File: src/rtl/hazard_ctrl_if.sv
// -----------------------------------------------------------------------------
// hazard_ctrl_if
//
// Bundles the signals between the decode/execute datapath and the hazard
// controller.
//
// The datapath side uses the master modport: it drives the stage register
// addresses, write enables, result source, branch/jump and MDU signals, and
// receives the hazard outputs.
//
// The hazard controller uses the slave modport: it samples those inputs and
// drives the forward selects, stalls, flushes, mc_go, mc_timeout and state_o.
//
// MDU handshake:
//   - mc_go is a single-cycle start pulse. The MDU latches its operands on it.
//   - mc_done is a single-cycle result-valid pulse. The controller honours it
//     only while it is waiting in MC_BUSY; any other mc_done is dropped.
// -----------------------------------------------------------------------------
interface hazard_ctrl_if #(
   parameter int REG_AW = 5
);
   logic [REG_AW-1:0] rs1_D;
   logic [REG_AW-1:0] rs2_D;
   logic [REG_AW-1:0] rs1_E;
   logic [REG_AW-1:0] rs2_E;
   logic [REG_AW-1:0] rd_E;
   logic [REG_AW-1:0] rd_M;
   logic [REG_AW-1:0] rd_W;
   logic              write_enable_RF_M;
   logic              write_enable_RF_W;
   logic [1:0]        write_back_E;
   logic              pc_src_E;
   logic              mc_start_E;
   logic              mc_done;

   logic [1:0]        forwardAE;
   logic [1:0]        forwardBE;
   logic              stallF;
   logic              stallD;
   logic              stallE;
   logic              flushD;
   logic              flushE;
   logic              flushM;
   logic              mc_go;
   logic              mc_timeout;
   logic [1:0]        state_o;

   modport master (
      output rs1_D, rs2_D, rs1_E, rs2_E, rd_E, rd_M, rd_W,
      output write_enable_RF_M, write_enable_RF_W, write_back_E,
      output pc_src_E, mc_start_E, mc_done,
      input  forwardAE, forwardBE, stallF, stallD, stallE,
      input  flushD, flushE, flushM, mc_go, mc_timeout, state_o
   );

   modport slave (
      input  rs1_D, rs2_D, rs1_E, rs2_E, rd_E, rd_M, rd_W,
      input  write_enable_RF_M, write_enable_RF_W, write_back_E,
      input  pc_src_E, mc_start_E, mc_done,
      output forwardAE, forwardBE, stallF, stallD, stallE,
      output flushD, flushE, flushM, mc_go, mc_timeout, state_o
   );
endinterface

File: src/rtl/hazard_ctrl.sv
// -----------------------------------------------------------------------------
// hazard_ctrl
//
// Hazard controller for a 5-stage RISC-V pipeline. It handles:
//   - E-stage operand forwarding. M has priority over W, and x0 is never
//     forwarded.
//   - Load-use stalls lasting LOAD_LAT cycles.
//   - Flushes on taken branches and jumps.
//   - An optional freeze around a multi-cycle execute unit (MDU), with a
//     timeout.
//
// Macro HAZARD_MC_EN:
//   - Defined: the MDU path is built (MC_BUSY, busy counter, mc_go and the
//     sticky mc_timeout flag).
//   - Undefined: mc_start_E and mc_done are ignored, and stallE, flushM,
//     mc_go and mc_timeout stay 0.
//
// Parameters:
//   REG_AW     - register address width. Must match the interface instance.
//   LOAD_LAT   - stall cycles per load-use hazard (1..4).
//   MC_TIMEOUT - maximum MC_BUSY cycles before abort. 0 disables the timeout.
//
// Ports:
//   clk   - rising-edge clock.
//   reset - asynchronous, active-high reset.
//   bus   - hazard_ctrl_if.slave: stage addresses and controls in, forward
//           selects, stalls, flushes, MDU controls and state_o out.
//           state_o encoding: 00 RUN, 01 LOAD_STALL, 10 MC_BUSY.
// -----------------------------------------------------------------------------
module hazard_ctrl #(
   parameter int REG_AW     = 5,
   parameter int LOAD_LAT   = 1,
   parameter int MC_TIMEOUT = 64
) (
   input  logic         clk,
   input  logic         reset,
   hazard_ctrl_if.slave bus
);
   typedef enum logic [1:0] {
      RUN        = 2'b00,
      LOAD_STALL = 2'b01,
      MC_BUSY    = 2'b10
   } state_t;

   // Wide enough to hold MC_TIMEOUT-1.
   localparam int BW = (MC_TIMEOUT > 1) ? $clog2(MC_TIMEOUT) : 1;

   state_t     state;
   logic [2:0] load_cnt;
   logic       load_use;
   logic       mc_req;
   logic       mc_release;

   // M wins over W because it holds the younger result.
   function automatic logic [1:0] fwd_sel(
      input logic [REG_AW-1:0] rs,
      input logic [REG_AW-1:0] rd_m,
      input logic              we_m,
      input logic [REG_AW-1:0] rd_w,
      input logic              we_w
   );
      fwd_sel = 2'b00;
      if (rs != '0) begin
         if (we_m && (rd_m == rs)) begin
            fwd_sel = 2'b10;
         end else if (we_w && (rd_w == rs)) begin
            fwd_sel = 2'b01;
         end
      end
   endfunction

   always_comb begin
      load_use = (bus.write_back_E == 2'b01) && (bus.rd_E != '0) &&
                 ((bus.rd_E == bus.rs1_D) || (bus.rd_E == bus.rs2_D));
   end

`ifdef HAZARD_MC_EN
   logic [BW-1:0] busy_cnt;
   logic          timeout_q;
   logic          timeout_hit;

   always_comb begin
      mc_req      = bus.mc_start_E;
      timeout_hit = (MC_TIMEOUT != 0) && (busy_cnt == BW'(MC_TIMEOUT - 1));
      // The freeze is released in the cycle that ends it, whether by
      // mc_done or by timeout.
      mc_release  = bus.mc_done || timeout_hit;
   end
`else
   logic unused_mc;

   always_comb begin
      mc_req     = 1'b0;
      mc_release = 1'b0;
      unused_mc  = bus.mc_start_E ^ bus.mc_done;
   end
`endif

   // Outputs are decoded from the current state and the live inputs. This
   // gives zero-latency response in RUN. Reset forces them quiet immediately.
   always_comb begin
      bus.forwardAE = 2'b00;
      bus.forwardBE = 2'b00;
      bus.stallF    = 1'b0;
      bus.stallD    = 1'b0;
      bus.stallE    = 1'b0;
      bus.flushD    = 1'b0;
      bus.flushE    = 1'b0;
      bus.flushM    = 1'b0;
      bus.mc_go     = 1'b0;
      bus.state_o   = state;
`ifdef HAZARD_MC_EN
      bus.mc_timeout = timeout_q;
`else
      bus.mc_timeout = 1'b0;
`endif
      if (!reset) begin
         bus.forwardAE = fwd_sel(bus.rs1_E, bus.rd_M, bus.write_enable_RF_M,
                                 bus.rd_W, bus.write_enable_RF_W);
         bus.forwardBE = fwd_sel(bus.rs2_E, bus.rd_M, bus.write_enable_RF_M,
                                 bus.rd_W, bus.write_enable_RF_W);
         case (state)
            RUN: begin
               if (load_use) begin
                  bus.stallF = 1'b1;
                  bus.stallD = 1'b1;
                  bus.flushE = 1'b1;
               end
               if (bus.pc_src_E) begin
                  bus.flushD = 1'b1;
                  bus.flushE = 1'b1;
               end
               if (mc_req) begin
                  bus.mc_go  = 1'b1;
                  bus.stallF = 1'b1;
                  bus.stallD = 1'b1;
                  bus.stallE = 1'b1;
                  bus.flushM = 1'b1;
               end
            end
            LOAD_STALL: begin
               bus.stallF = 1'b1;
               bus.stallD = 1'b1;
               bus.flushE = 1'b1;
            end
            MC_BUSY: begin
               if (!mc_release) begin
                  bus.stallF = 1'b1;
                  bus.stallD = 1'b1;
                  bus.stallE = 1'b1;
                  bus.flushM = 1'b1;
               end
            end
            default: ;
         endcase
      end
   end

   always_ff @(posedge clk or posedge reset) begin
      if (reset) begin
         state    <= RUN;
         load_cnt <= 3'd0;
`ifdef HAZARD_MC_EN
         busy_cnt  <= '0;
         timeout_q <= 1'b0;
`endif
      end else begin
         case (state)
            RUN: begin
               if (load_use) begin
                  // The RUN cycle is the first stall cycle. LOAD_STALL
                  // covers the remaining LOAD_LAT-1 cycles.
                  if (LOAD_LAT > 1) begin
                     load_cnt <= 3'(LOAD_LAT - 1);
                     state    <= LOAD_STALL;
                  end
               end else if (mc_req) begin
`ifdef HAZARD_MC_EN
                  busy_cnt <= '0;
`endif
                  state <= MC_BUSY;
               end
            end
            LOAD_STALL: begin
               load_cnt <= load_cnt - 3'd1;
               if (load_cnt == 3'd1) begin
                  state <= RUN;
               end
            end
            MC_BUSY: begin
`ifdef HAZARD_MC_EN
               if (bus.mc_done) begin
                  state <= RUN;
               end else if (timeout_hit) begin
                  timeout_q <= 1'b1;
                  state     <= RUN;
               end else begin
                  busy_cnt <= busy_cnt + BW'(1);
               end
`else
               state <= RUN;
`endif
            end
            default: state <= RUN;
         endcase
      end
   end
endmodule
File: src/flat_wrapper.sv
// flat-port wrapper written by rule: the top's interface ports become plain ports
module hazard_ctrl_flat 
#(
   parameter int REG_AW     = 5,
   parameter int LOAD_LAT   = 1,
   parameter int MC_TIMEOUT = 64
)
  (clk, reset, bus_rs1_D, bus_rs2_D, bus_rs1_E, bus_rs2_E, bus_rd_E, bus_rd_M, bus_rd_W, bus_write_enable_RF_M, bus_write_enable_RF_W, bus_write_back_E, bus_pc_src_E, bus_mc_start_E, bus_mc_done, bus_forwardAE, bus_forwardBE, bus_stallF, bus_stallD, bus_stallE, bus_flushD, bus_flushE, bus_flushM, bus_mc_go, bus_mc_timeout, bus_state_o);
  hazard_ctrl_if #(.REG_AW(REG_AW)) bus_i ();
  input  logic clk;
  input  logic reset;
  input wire logic [$bits(bus_i.rs1_D)-1:0] bus_rs1_D;
  input wire logic [$bits(bus_i.rs2_D)-1:0] bus_rs2_D;
  input wire logic [$bits(bus_i.rs1_E)-1:0] bus_rs1_E;
  input wire logic [$bits(bus_i.rs2_E)-1:0] bus_rs2_E;
  input wire logic [$bits(bus_i.rd_E)-1:0] bus_rd_E;
  input wire logic [$bits(bus_i.rd_M)-1:0] bus_rd_M;
  input wire logic [$bits(bus_i.rd_W)-1:0] bus_rd_W;
  input wire logic [$bits(bus_i.write_enable_RF_M)-1:0] bus_write_enable_RF_M;
  input wire logic [$bits(bus_i.write_enable_RF_W)-1:0] bus_write_enable_RF_W;
  input wire logic [$bits(bus_i.write_back_E)-1:0] bus_write_back_E;
  input wire logic [$bits(bus_i.pc_src_E)-1:0] bus_pc_src_E;
  input wire logic [$bits(bus_i.mc_start_E)-1:0] bus_mc_start_E;
  input wire logic [$bits(bus_i.mc_done)-1:0] bus_mc_done;
  output wire logic [$bits(bus_i.forwardAE)-1:0] bus_forwardAE;
  output wire logic [$bits(bus_i.forwardBE)-1:0] bus_forwardBE;
  output wire logic [$bits(bus_i.stallF)-1:0] bus_stallF;
  output wire logic [$bits(bus_i.stallD)-1:0] bus_stallD;
  output wire logic [$bits(bus_i.stallE)-1:0] bus_stallE;
  output wire logic [$bits(bus_i.flushD)-1:0] bus_flushD;
  output wire logic [$bits(bus_i.flushE)-1:0] bus_flushE;
  output wire logic [$bits(bus_i.flushM)-1:0] bus_flushM;
  output wire logic [$bits(bus_i.mc_go)-1:0] bus_mc_go;
  output wire logic [$bits(bus_i.mc_timeout)-1:0] bus_mc_timeout;
  output wire logic [$bits(bus_i.state_o)-1:0] bus_state_o;
  assign bus_i.rs1_D = bus_rs1_D;
  assign bus_i.rs2_D = bus_rs2_D;
  assign bus_i.rs1_E = bus_rs1_E;
  assign bus_i.rs2_E = bus_rs2_E;
  assign bus_i.rd_E = bus_rd_E;
  assign bus_i.rd_M = bus_rd_M;
  assign bus_i.rd_W = bus_rd_W;
  assign bus_i.write_enable_RF_M = bus_write_enable_RF_M;
  assign bus_i.write_enable_RF_W = bus_write_enable_RF_W;
  assign bus_i.write_back_E = bus_write_back_E;
  assign bus_i.pc_src_E = bus_pc_src_E;
  assign bus_i.mc_start_E = bus_mc_start_E;
  assign bus_i.mc_done = bus_mc_done;
  assign bus_forwardAE = bus_i.forwardAE;
  assign bus_forwardBE = bus_i.forwardBE;
  assign bus_stallF = bus_i.stallF;
  assign bus_stallD = bus_i.stallD;
  assign bus_stallE = bus_i.stallE;
  assign bus_flushD = bus_i.flushD;
  assign bus_flushE = bus_i.flushE;
  assign bus_flushM = bus_i.flushM;
  assign bus_mc_go = bus_i.mc_go;
  assign bus_mc_timeout = bus_i.mc_timeout;
  assign bus_state_o = bus_i.state_o;
  hazard_ctrl #(.REG_AW(REG_AW), .LOAD_LAT(LOAD_LAT), .MC_TIMEOUT(MC_TIMEOUT)) u_core (.clk(clk), .reset(reset), .bus(bus_i));
endmodule
File: config.mk
export PLATFORM = sky130hd
export DESIGN_NAME = hazard_ctrl_flat
export DESIGN_NICKNAME = d
export VERILOG_FILES = /design/src/rtl/hazard_ctrl_if.sv /design/src/rtl/hazard_ctrl.sv /design/src/flat_wrapper.sv
export SDC_FILE = /design/constraint.sdc
export NUM_CORES = 1
export LEC_CHECK = 0
export CORE_MARGIN = 2
export CORE_UTILIZATION = 26
export DETAILED_ROUTE_END_ITERATION = 12
export PLACE_DENSITY = 0.84
export SETUP_SLACK_MARGIN = 0.02
export SYNTH_ARGS = -nofsm -noshare
export SYNTH_HDL_FRONTEND = slang
export SYNTH_SLANG_ARGS = --single-unit
File: constraint.sdc
create_clock -name clk -period 1.1 [get_ports clk]
set_input_delay 0.11 -clock clk [delete_from_list [all_inputs] [get_ports clk]]
set_output_delay 0.11 -clock clk [all_outputs]
set_load 0.05 [all_outputs]
==> impl_metrics.py <==
metrics = {
    "run_status": {
        "outcome": "finished with violations",
        "violations": "negative setup slack",
    },
    "layout": {
        "nClkBuffers": 0,
        "area_growth_pct": 165,
        "stdcell_area_um2": 1320,
        "fillers": 134,
        "fin_util": 0.750,
        "diodes": 0,
        "layout.cells.most_common": "dlygate4sd2_1",
        "flops_and_latches": 0,
        "nNetsFinal": 177,
        "ff_latch_area_um2": 0,
        "drive_gt1_frac": 0.534,
        "stdcell_count": 156,
        "final_cell_mix": "dlygate4sd2_1 (18), buf_6 (16), xor2_1 (15), buf_4 (15), xnor2_1 (11)",
    },
    "critical_path": {
        "path_class": "in2out",
        "worstSetupEndpointType": "primary output",
        "cp-endpoint": "bus_forwardAE[1]",
        "critical_path.max_fanout": 2,
        "arrival_ns": 1.31,
        "critPathLaunchType": "input port",
        "worstPathRequired_ns": 0.99,
        "crit_start": "bus_rs1_E[1]",
    },
    "drt": {
        "via_count": 686,
        "met2_length_um": 1280,
        "drc": 0,
        "viasPerCell": 4.40,
        "drt-initial-drc-count": 11,
        "totalWireLength_um": 2150,
        "dr_wl_met3_um": 44,
        "top_layer": "met3",
        "wl_met1_um": 828,
        "ant_nets": 0,
        "wl_per_cell_um": 13.8,
        "drt-pass1-iter-count": 3,
    },
    "power_and_ir_drop": {
        "leakage_nw": 0.578,
        "power_w": 0.000485,
        "powerDensity_nw_per_um2": 366,
        "peakVddDrop_uv": 197,
    },
    "global_route": {
        "grt_pass1_wl_um": 3120,
        "grt_max_degree": 4,
        "grt_use_total": 0.186,
        "first_global_vias": 705,
        "gr-total-overflow": 0,
        "antenna_found_initial": 0,
    },
    "timing": {
        "grt_setup_unrepaired": "yes",
        "max_freq_mhz": 707,
        "fin_ws_ns": -0.315,
        "setup_viol": 7,
        "min_period_ns": 1.42,
        "finalHoldViolCount": 0,
        "period_share": 1.29,
        "drv_slew": 0,
    },
    "hold_path": {
        "hold_path.class": "in2out",
    },
    "synth": {
        "syn_area_um2": 500,
        "ys_warn_count": 0,
        "syn_inst": 66,
        "avgSynthCellArea_um2": 7.58,
        "yosysSeqAreaShare": 0,
        "synth.distinct_cells": 17,
    },
    "place": {
        "placed_area_um2": 1190,
        "dp_cells": 153,
        "port-buffer-count": 49,
        "pre_cts_slack_ns": -0.792,
        "post-dp-hpwl_um": 1770,
        "gp_congestion": 0.783,
    },
    "floorplanning": {
        "initial_core_util": 0.284,
        "die_x_um": 47.9,
        "die_y_um": 47.9,
        "num_io_pins": 58,
        "rows": 15,
        "die_area_um2": 2290,
        "coreArea_um2": 1760,
    },
    "cts": {
        "cts_hold_buf": 0,
    },
    "flow_run": {
        "cap_violations": 0,
    },
}
==> worst min path at each step <==
stage	slack, ns	from	cells after the start	end
2_1_floorplan	0.29	reset	1	bus_forwardAE[1]
3_3_place_gp	0.99	bus_write_back_E[0]	4	bus_stallF
3_5_place_dp	1.01	bus_write_back_E[0]	4	bus_stallD
4_1_cts	0.74	bus_rs2_E[0]	5	bus_forwardBE[0]
5_1_grt	0.72	bus_pc_src_E	4	bus_flushD
6_report	0.70	bus_pc_src_E	4	bus_flushD
==> cells in the mapped netlist <==
library cell | count | share of area
xnor2_1 | 12 | 0.21
or4_4 | 1 | 0.022
nor4_1 | 4 | 0.050
nor3_1 | 2 | 0.020
and3_1 | 2 | 0.025
nor3b_2 | 2 | 0.050
nand2_1 | 2 | 0.015
nand4_1 | 2 | 0.025
nor2_1 | 6 | 0.045
buf_4 | 7 | 0.10
o211ai_2 | 1 | 0.025
xor2_1 | 18 | 0.31
or4_1 | 2 | 0.030
o21bai_1 | 1 | 0.015
a22oi_1 | 1 | 0.015
conb_1 | 1 | 0.0075
nor2b_1 | 2 | 0.025
==> logic make-up after synthesis <==
| group | count (synthesis) | synth area share |
|---|---|---|
| buffers and inverters | 7 | 0.105 |
| other | 1 | 0.00749 |
| XOR/XNOR | 30 | 0.525 |
| AO/OA/AOI/OAI | 3 | 0.0550 |
| AND/OR/NAND/NOR | 25 | 0.307 |
==> final cells by class <==
type | count | area (um2) | area share
Tap cell | 25 | 31.3 | 0.0236
Timing Repair Buffer | 67 | 659 | 0.498
Multi-Input combinational cell | 64 | 633 | 0.478
==> critical path: stages <==
cell and delay, ns:
buf_8 0.10, xor2_2 0.17, nor4_2 0.31, and3_4 0.24, nor3b_4 0.22, buf_12 0.16
==> layer usage <==
| layer | GRT usage | vias up |
|---|---|---|
| li1 | - | 343 |
| met1 | 0.226 | 329 |
| met2 | 0.371 | 14 |
| met3 | 0.00755 | 0 |
| met4 | 0.0108 | 0 |
| met5 | 0 | - |
==> where the power goes <==
part | internal [W] | leakage, nW | total [W] | switching (W)
sequential | 0 | 0 | 0 | 0
combinational | 0.000250 | 0.578 | 0.000485 | 0.000235
clock | 0 | 0 | 0 | 0
total | 0.000250 | 0.578 | 0.000485 | 0.000235
==> through the flow <==
stage	TNS [ns]	hold WS [ns]
after detailed placement	-4.90	1.01
after CTS	-1.78	0.738
after global routing	-2.03	0.725
final	-1.73	0.697
after floorplan	-0.957	0.286
after global placement	-4.61	0.993
==> what timing repair did <==
action,4_1_cts,5_1_grt
buffers inserted,3,0
gates resized for setup,132,13
hold endpoints to repair,0,0
endpoints found under the setup margin,8,8
pin swaps,37,10
(Power assumes the default switching activity.)
